**src/rtl/usb_port_sequencer_if.sv**
```systemverilog
// Port-sequencer signal bundle: rx-monitor events and host commands in,
// tx line controls, port status and interrupt pulses out.
interface usb_port_sequencer_if;
    // timebase and line status from the rx monitor
    logic       tickIn;
    logic [1:0] connectStateIn;
    logic       connectionEventIn;
    logic       resumeIntIn;
    // host register block commands
    logic       cmdResetIn;
    logic       cmdSuspendIn;
    logic       cmdResumeIn;
    // tx line driver controls
    logic       forceSE0Out;
    logic       forceKOut;
    logic       eopReqOut;
    // port status
    logic       sofEnableOut;
    logic       portEnabledOut;
    logic       lowSpeedOut;
    logic [2:0] portStateOut;
    // interrupt pulses
    logic       connectIntOut;
    logic       disconnectIntOut;
    logic       resetDoneIntOut;
    logic       wakeupIntOut;

    // sequencer side
    modport slave (
        input  tickIn, connectStateIn, connectionEventIn, resumeIntIn,
        input  cmdResetIn, cmdSuspendIn, cmdResumeIn,
        output forceSE0Out, forceKOut, eopReqOut,
        output sofEnableOut, portEnabledOut, lowSpeedOut, portStateOut,
        output connectIntOut, disconnectIntOut, resetDoneIntOut, wakeupIntOut
    );

    // environment / host side
    modport master (
        output tickIn, connectStateIn, connectionEventIn, resumeIntIn,
        output cmdResetIn, cmdSuspendIn, cmdResumeIn,
        input  forceSE0Out, forceKOut, eopReqOut,
        input  sofEnableOut, portEnabledOut, lowSpeedOut, portStateOut,
        input  connectIntOut, disconnectIntOut, resetDoneIntOut, wakeupIntOut
    );
endinterface

```
**src/rtl/usb_port_sequencer.sv**
```systemverilog
// Host root-port sequencer: debounces attach, times bus reset / recovery /
// resume signalling in tickIn units and reports port status and interrupts.
// All outputs are registered; pulses last exactly one clock.
module usb_port_sequencer #(
    parameter int unsigned DEBOUNCE_TICKS = 100,
    parameter int unsigned RESET_TICKS    = 50,
    parameter int unsigned RESUME_TICKS   = 20,
    parameter int unsigned RECOVERY_TICKS = 10,
    parameter int unsigned CNT_W          = 8
) (
    input logic               clk,
    input logic               rst,
    usb_port_sequencer_if.slave port
);

    typedef enum logic [2:0] {
        DISC      = 3'd0,
        DEBOUNCE  = 3'd1,
        CONNECTED = 3'd2,
        RESETTING = 3'd3,
        RECOVERY  = 3'd4,
        ENABLED   = 3'd5,
        SUSPENDED = 3'd6,
        RESUMING  = 3'd7
    } state_t;

    state_t           state;
    state_t           stateNext;
    logic [CNT_W-1:0] tickCnt;
    logic [CNT_W-1:0] tickLimit;
    logic             timed;
    logic             timeout;
    logic             restart;
    logic             lineAttached;
    logic             lineLow;

    logic lowSpeedQ, lowSpeedNext;
    logic forceSE0Q, forceSE0Next;
    logic forceKQ, forceKNext;
    logic eopReqQ, eopReqNext;
    logic sofEnableQ, sofEnableNext;
    logic portEnabledQ, portEnabledNext;
    logic connectIntQ, connectIntNext;
    logic disconnectIntQ, disconnectIntNext;
    logic resetDoneIntQ, resetDoneIntNext;
    logic wakeupIntQ, wakeupIntNext;

    // 11 is an illegal line state and counts as detached
    assign lineLow      = (port.connectStateIn == 2'b01);
    assign lineAttached = (port.connectStateIn == 2'b01) || (port.connectStateIn == 2'b10);
    assign timeout      = timed && port.tickIn && (tickCnt == tickLimit);

    // per-state timeout limit (N-1); untimed states never expire
    always_comb begin
        timed     = 1'b1;
        tickLimit = '0;
        case (state)
            DEBOUNCE:  tickLimit = CNT_W'(DEBOUNCE_TICKS - 1);
            RESETTING: tickLimit = CNT_W'(RESET_TICKS - 1);
            RECOVERY:  tickLimit = CNT_W'(RECOVERY_TICKS - 1);
            RESUMING:  tickLimit = CNT_W'(RESUME_TICKS - 1);
            default:   timed = 1'b0;
        endcase
    end

    // state register
    always_ff @(posedge clk) begin
        if (rst) state <= DISC;
        else     state <= stateNext;
    end

    // next-state logic; disconnect outranks every command, commands rank reset > suspend > resume > wakeup
    always_comb begin
        stateNext = state;
        restart   = 1'b0;
        case (state)
            DISC: begin
                if (lineAttached) stateNext = DEBOUNCE;
            end
            DEBOUNCE: begin
                if (!lineAttached)               stateNext = DISC;
                else if (port.connectionEventIn) restart   = 1'b1;
                else if (timeout)                stateNext = CONNECTED;
            end
            CONNECTED: begin
                if (!lineAttached)        stateNext = DISC;
                else if (port.cmdResetIn) stateNext = RESETTING;
            end
            RESETTING: begin
                if (timeout) stateNext = RECOVERY;
            end
            RECOVERY: begin
                if (!lineAttached) stateNext = DISC;
                else if (timeout)  stateNext = ENABLED;
            end
            ENABLED: begin
                if (!lineAttached)          stateNext = DISC;
                else if (port.cmdResetIn)   stateNext = RESETTING;
                else if (port.cmdSuspendIn) stateNext = SUSPENDED;
            end
            SUSPENDED: begin
                if (!lineAttached)         stateNext = DISC;
                else if (port.cmdResetIn)  stateNext = RESETTING;
                else if (port.cmdResumeIn) stateNext = RESUMING;
                else if (port.resumeIntIn) stateNext = RESUMING;
            end
            RESUMING: begin
                if (timeout) stateNext = ENABLED;
            end
            default: stateNext = DISC;
        endcase
    end

    // tick counter: cleared on every state entry and debounce restart, saturates at the limit
    always_ff @(posedge clk) begin
        if (rst || (stateNext != state) || restart) begin
            tickCnt <= '0;
        end else if (timed && port.tickIn && (tickCnt != tickLimit)) begin
            tickCnt <= tickCnt + 1'b1;
        end
    end

    // output decode from the upcoming state so the registered outputs line up with the state register
    always_comb begin
        lowSpeedNext = lowSpeedQ;
        if (stateNext == DISC) begin
            lowSpeedNext = 1'b0;
        end else if ((state == DISC) || restart || ((state == RECOVERY) && (stateNext == ENABLED))) begin
            lowSpeedNext = lineLow;
        end
        forceSE0Next      = (stateNext == RESETTING);
        forceKNext        = (stateNext == RESUMING);
        sofEnableNext     = (stateNext == ENABLED);
        portEnabledNext   = (stateNext inside {ENABLED, SUSPENDED, RESUMING});
        eopReqNext        = (state == RESUMING) && (stateNext == ENABLED);
        connectIntNext    = (state == DEBOUNCE) && (stateNext == CONNECTED);
        disconnectIntNext = (stateNext == DISC) &&
                            (state inside {CONNECTED, RECOVERY, ENABLED, SUSPENDED});
        resetDoneIntNext  = (state == RECOVERY) && (stateNext == ENABLED);
        // a host resume on the same edge takes the transition, so no wakeup is reported
        wakeupIntNext     = (state == SUSPENDED) && (stateNext == RESUMING) && !port.cmdResumeIn;
    end

    // output registers
    always_ff @(posedge clk) begin
        if (rst) begin
            lowSpeedQ      <= 1'b0;
            forceSE0Q      <= 1'b0;
            forceKQ        <= 1'b0;
            eopReqQ        <= 1'b0;
            sofEnableQ     <= 1'b0;
            portEnabledQ   <= 1'b0;
            connectIntQ    <= 1'b0;
            disconnectIntQ <= 1'b0;
            resetDoneIntQ  <= 1'b0;
            wakeupIntQ     <= 1'b0;
        end else begin
            lowSpeedQ      <= lowSpeedNext;
            forceSE0Q      <= forceSE0Next;
            forceKQ        <= forceKNext;
            eopReqQ        <= eopReqNext;
            sofEnableQ     <= sofEnableNext;
            portEnabledQ   <= portEnabledNext;
            connectIntQ    <= connectIntNext;
            disconnectIntQ <= disconnectIntNext;
            resetDoneIntQ  <= resetDoneIntNext;
            wakeupIntQ     <= wakeupIntNext;
        end
    end

    assign port.portStateOut     = state;
    assign port.lowSpeedOut      = lowSpeedQ;
    assign port.forceSE0Out      = forceSE0Q;
    assign port.forceKOut        = forceKQ;
    assign port.eopReqOut        = eopReqQ;
    assign port.sofEnableOut     = sofEnableQ;
    assign port.portEnabledOut   = portEnabledQ;
    assign port.connectIntOut    = connectIntQ;
    assign port.disconnectIntOut = disconnectIntQ;
    assign port.resetDoneIntOut  = resetDoneIntQ;
    assign port.wakeupIntOut     = wakeupIntQ;

endmodule
```
**src/flat_wrapper.sv**
```systemverilog
// flat-port wrapper written by rule: the top's interface ports become plain ports
module usb_port_sequencer_flat 
#(
    parameter int unsigned DEBOUNCE_TICKS = 100,
    parameter int unsigned RESET_TICKS    = 50,
    parameter int unsigned RESUME_TICKS   = 20,
    parameter int unsigned RECOVERY_TICKS = 10,
    parameter int unsigned CNT_W          = 8
)
  (clk, rst, port_tickIn, port_connectStateIn, port_connectionEventIn, port_resumeIntIn, port_cmdResetIn, port_cmdSuspendIn, port_cmdResumeIn, port_forceSE0Out, port_forceKOut, port_eopReqOut, port_sofEnableOut, port_portEnabledOut, port_lowSpeedOut, port_portStateOut, port_connectIntOut, port_disconnectIntOut, port_resetDoneIntOut, port_wakeupIntOut);
  usb_port_sequencer_if port_i ();
  input logic clk;
  input logic rst;
  input wire logic [$bits(port_i.tickIn)-1:0] port_tickIn;
  input wire logic [$bits(port_i.connectStateIn)-1:0] port_connectStateIn;
  input wire logic [$bits(port_i.connectionEventIn)-1:0] port_connectionEventIn;
  input wire logic [$bits(port_i.resumeIntIn)-1:0] port_resumeIntIn;
  input wire logic [$bits(port_i.cmdResetIn)-1:0] port_cmdResetIn;
  input wire logic [$bits(port_i.cmdSuspendIn)-1:0] port_cmdSuspendIn;
  input wire logic [$bits(port_i.cmdResumeIn)-1:0] port_cmdResumeIn;
  output wire logic [$bits(port_i.forceSE0Out)-1:0] port_forceSE0Out;
  output wire logic [$bits(port_i.forceKOut)-1:0] port_forceKOut;
  output wire logic [$bits(port_i.eopReqOut)-1:0] port_eopReqOut;
  output wire logic [$bits(port_i.sofEnableOut)-1:0] port_sofEnableOut;
  output wire logic [$bits(port_i.portEnabledOut)-1:0] port_portEnabledOut;
  output wire logic [$bits(port_i.lowSpeedOut)-1:0] port_lowSpeedOut;
  output wire logic [$bits(port_i.portStateOut)-1:0] port_portStateOut;
  output wire logic [$bits(port_i.connectIntOut)-1:0] port_connectIntOut;
  output wire logic [$bits(port_i.disconnectIntOut)-1:0] port_disconnectIntOut;
  output wire logic [$bits(port_i.resetDoneIntOut)-1:0] port_resetDoneIntOut;
  output wire logic [$bits(port_i.wakeupIntOut)-1:0] port_wakeupIntOut;
  assign port_i.tickIn = port_tickIn;
  assign port_i.connectStateIn = port_connectStateIn;
  assign port_i.connectionEventIn = port_connectionEventIn;
  assign port_i.resumeIntIn = port_resumeIntIn;
  assign port_i.cmdResetIn = port_cmdResetIn;
  assign port_i.cmdSuspendIn = port_cmdSuspendIn;
  assign port_i.cmdResumeIn = port_cmdResumeIn;
  assign port_forceSE0Out = port_i.forceSE0Out;
  assign port_forceKOut = port_i.forceKOut;
  assign port_eopReqOut = port_i.eopReqOut;
  assign port_sofEnableOut = port_i.sofEnableOut;
  assign port_portEnabledOut = port_i.portEnabledOut;
  assign port_lowSpeedOut = port_i.lowSpeedOut;
  assign port_portStateOut = port_i.portStateOut;
  assign port_connectIntOut = port_i.connectIntOut;
  assign port_disconnectIntOut = port_i.disconnectIntOut;
  assign port_resetDoneIntOut = port_i.resetDoneIntOut;
  assign port_wakeupIntOut = port_i.wakeupIntOut;
  usb_port_sequencer #(.DEBOUNCE_TICKS(DEBOUNCE_TICKS), .RESET_TICKS(RESET_TICKS), .RESUME_TICKS(RESUME_TICKS), .RECOVERY_TICKS(RECOVERY_TICKS), .CNT_W(CNT_W)) u_core (.clk(clk), .rst(rst), .port(port_i));
endmodule
```
**config.mk**
```make
export PLATFORM = sky130hd
export DESIGN_NAME = usb_port_sequencer_flat
export DESIGN_NICKNAME = d
export VERILOG_FILES = /design/src/rtl/usb_port_sequencer_if.sv /design/src/rtl/usb_port_sequencer.sv /design/src/flat_wrapper.sv
export SDC_FILE = /design/constraint.sdc
export NUM_CORES = 1
export LEC_CHECK = 0
export CORE_UTILIZATION = 56
export CTS_BUF_LIST = sky130_fd_sc_hd__clkbuf_16
export CTS_CLUSTER_SIZE = 24
export DETAILED_ROUTE_END_ITERATION = 8
export PLACE_DENSITY = 0.84
export SYNTH_ARGS = -nofsm -noshare
export SYNTH_HDL_FRONTEND = slang
export SYNTH_SLANG_ARGS = --single-unit
```
**constraint.sdc**
```tcl
create_clock -name clk -period 6.5 [get_ports clk]
set_input_delay 0.65 -clock clk [delete_from_list [all_inputs] [get_ports clk]]
set_output_delay 0.65 -clock clk [all_outputs]
set_load 0.03 [all_outputs]
```
==> results.py <==
metrics = {
    "outcome": {
        "outcome": "finished clean",
    },
    "floorplan": {
        "rows": 17,
        "die_h_um": 50.39,
        "fp.dieW_um": 50.39,
        "initial_core_util": 0.5928,
        "io_pins": 23,
        "core_um2": 2212,
        "dieArea_um2": 2539,
    },
    "route": {
        "routed-via-count": 1227,
        "wl_per_cell_um": 15.41,
        "first_pass_iters": 4,
        "drc": 0,
        "finalWirelength_mm": 3.066,
        "ant_nets": 0,
        "drtIter0Drc": 29,
        "avgViaCountPerCell": 6.166,
    },
    "place": {
        "gp_congestion": 0.8393,
        "dp_hpwl_mm": 2.223,
        "portBuffers": 22,
        "place_area_um2": 1511,
    },
    "pwr": {
        "cellPowerDensity_nw_per_um2": 206.8,
        "ir_drop_uv": 222.3,
        "p_leak_nw": 0.5433,
    },
    "logic_synthesis": {
        "ys_seq_area_frac": 0.3206,
        "ys.flop_type": "dfxtp_1",
        "synth_cell_type_count": 53,
        "synth.most_common_cell": "dfxtp_1",
        "syn_inst": 156,
        "netlist.area_leader.share": 0.3206,
        "ys_ff_latch": 21,
        "yosysTopAreaCell": "dfxtp_1",
        "yosys_warnings": 0,
        "synth_common_cells": "dfxtp_1, nor3_1, nor2_1",
        "syn_area_per_cell_um2": 8.406,
        "synth-edff-count": 0,
        "syn-num-nets": 168,
        "synth_area_um2": 1311,
        "synth_area_leaders": "dfxtp_1, nor3_1, xnor2_1, nor2_1, a21oi_1",
        "async_reset_ff_frac": 0,
    },
    "worst_setup_path": {
        "endpoint": "u_core.tickCnt[4]$_SDFFE_PP0P_",
        "critPathKind": "reg -> reg",
        "path_max_fanout": 17,
        "worst_ep_arrival_time_ns": 3.33,
        "critPathCaptureType": "flop",
        "r2r_start": "u_core.port.portStateOut[1]$_SDFF_PP0_",
        "r2r_cells": 7,
        "worstPathRequired_ns": 6.62,
        "r2r_slack_ns": 3.29,
        "rr_endpoint": "u_core.tickCnt[4]$_SDFFE_PP0P_",
        "cp-start-kind": "flop",
        "cp-startpoint": "u_core.port.portStateOut[1]$_SDFF_PP0_",
    },
    "global_routing": {
        "antenna_found_initial": 0,
        "grt_max_degree": 20,
        "grt_pass1_vias": 1154,
        "grt.overflow.total": 0,
        "grt_pass1_wl_mm": 5.168,
        "grtUsageTotal": 0.2694,
    },
    "clocking": {
        "htree_levels": 1,
        "cts-buffers-inserted": 3,
        "clkLatencyLatePin_ns": 0.25,
        "hold_buffers": 0,
        "cts_tree": "built",
        "ctsResizeCount": 0,
        "post_cts_buffers": 0,
        "root_buffer": "clkbuf_16",
        "clk_pin_slew_ns": 0.06,
        "cts_sinks": 21,
        "clockBufferDepth": 2,
    },
    "timing": {
        "period_minus_slack_ns": 3.207,
        "drv_slew": 0,
        "fmax_mhz": 311.8,
        "finalCritPeriodShare": 0.4934,
        "skew_ns": 0.003552,
        "finalSetupTns_ns": 0,
        "rsz0062_at_grt": "no",
        "finalHoldViolations": 0,
        "finalSetupViolations": 0,
        "maxSlewHeadroom": 0.4688,
        "worst_pin_slew_ns": 0.7767,
    },
    "finish": {
        "drive_above_1_share": 0.08772,
        "diodes": 0,
        "design_area_um2": 1592,
        "top_register": "u_core.tickCnt",
        "largest_register_ffs": 8,
        "syn_to_final_growth_pct": 21.37,
        "nets": 184,
    },
    "job": {
        "drv_cap": 0,
    },
    "min_path": {
        "hold_path.class": "reg -> reg",
    },
}
==> kinds of logic (layout without fill, tap and decap cells) <==
family                   Yosys count  count (layout)  share of synthesized area
flip-flops                        21              21                     0.3206
AO/OA/AOI/OAI                     35              35                     0.2138
XOR/XNOR                          10              10                    0.06680
buffers and inverters             16              31                    0.05629
multiplexers                       2               2                    0.01527
AND/OR/NAND/NOR                   69              69                     0.3006
adder cells (fa/ha/maj)            3               3                    0.02671
==> layout make-up <==
type                       count  area (um^2)
clock buffer                   3        75.07
timing repair buffer          22        220.2
inverter                       5        18.77
sequential                    21        420.4
multi-input combinational    119        817.0
clock inverter                 1        5.005
fill                         188        620.6
tap                           28        35.03
==> routing by layer <==
metal / track usage / routed length, um / vias to the layer above
met5: 0 / 0 / -
met4: 0.09259 / 41 / 0
met3: 0.05758 / 139 / 7
met2: 0.4889 / 1605 / 35
met1: 0.3083 / 1279 / 580
li1: - / - / 605
==> power breakdown <==
group          total (mW)  switching (mW)  leakage, nW  internal [mW]
logic              0.0639          0.0385        0.333         0.0255
clock network       0.129          0.0468       0.0409         0.0826
registers           0.136         0.00528        0.169          0.131
total               0.329          0.0906        0.543          0.239
==> through the flow <==
step	power (mW)	cells	utilization	setup slack, ns	hold WS [ns]
floorplan	0.1858	156	-	4.086	0.5152
global placement	0.1993	195	0.6833	3.480	0.5457
detailed placement	0.2015	195	0.6833	3.327	0.5533
CTS	0.3292	199	0.7195	3.304	0.5610
global route	0.3407	199	0.7195	2.988	0.5990
finish	0.3292	199	0.7195	3.293	0.5541
==> worst min path at each step <==
| stage | cells after the start | to | slack (ns) | startpoint |
|---|---|---|---|---|
| floorplan | 2 | u_core.tickCnt[7]$_SDFFE_PP0P_ | 0.52 | u_core.tickCnt[7]$_SDFFE_PP0P_ |
| global placement | 2 | u_core.tickCnt[7]$_SDFFE_PP0P_ | 0.55 | u_core.tickCnt[7]$_SDFFE_PP0P_ |
| detailed placement | 2 | u_core.tickCnt[7]$_SDFFE_PP0P_ | 0.55 | u_core.tickCnt[7]$_SDFFE_PP0P_ |
| CTS | 2 | u_core.tickCnt[7]$_SDFFE_PP0P_ | 0.56 | u_core.tickCnt[7]$_SDFFE_PP0P_ |
| global route | 2 | u_core.tickCnt[7]$_SDFFE_PP0P_ | 0.60 | u_core.tickCnt[7]$_SDFFE_PP0P_ |
| finish | 2 | u_core.tickCnt[7]$_SDFFE_PP0P_ | 0.55 | u_core.tickCnt[7]$_SDFFE_PP0P_ |
==> worst max-delay path: stages, from the launching register on <==
cell	delay [ns]
dfxtp_1	0.68
and2b_1	0.30
xnor2_1	0.15
or3_1	0.40
a211oi_2	0.63
a31oi_1	0.32
a221oi_4	0.48
nor3_1	0.11
==> layout by cell type (no fill, tap or decap), drive strengths merged, types with 2 or more instances in the layout <==
| cell type | instances |
|---|---|
| nor4 | 3 |
| or3 | 4 |
| a21oi | 8 |
| nor2 | 11 |
| clkdlybuf4s50 | 22 |
| a32oi | 2 |
| and2 | 2 |
| xnor2 | 8 |
| inv | 5 |
| nand2b | 2 |
| nor3 | 20 |
| xor2 | 2 |
| nand2 | 6 |
| ha | 2 |
| dfxtp | 21 |
| o21ai | 3 |
| nor2b | 2 |
| a21o | 2 |
| a2111oi | 3 |
| and3 | 4 |
| a31oi | 3 |
| clkbuf | 3 |
| mux2i | 2 |
| nor3b | 4 |
| nand3 | 4 |
| or2 | 2 |
| a211oi | 2 |
No activity file was read; power rests on OpenSTA's default activity.
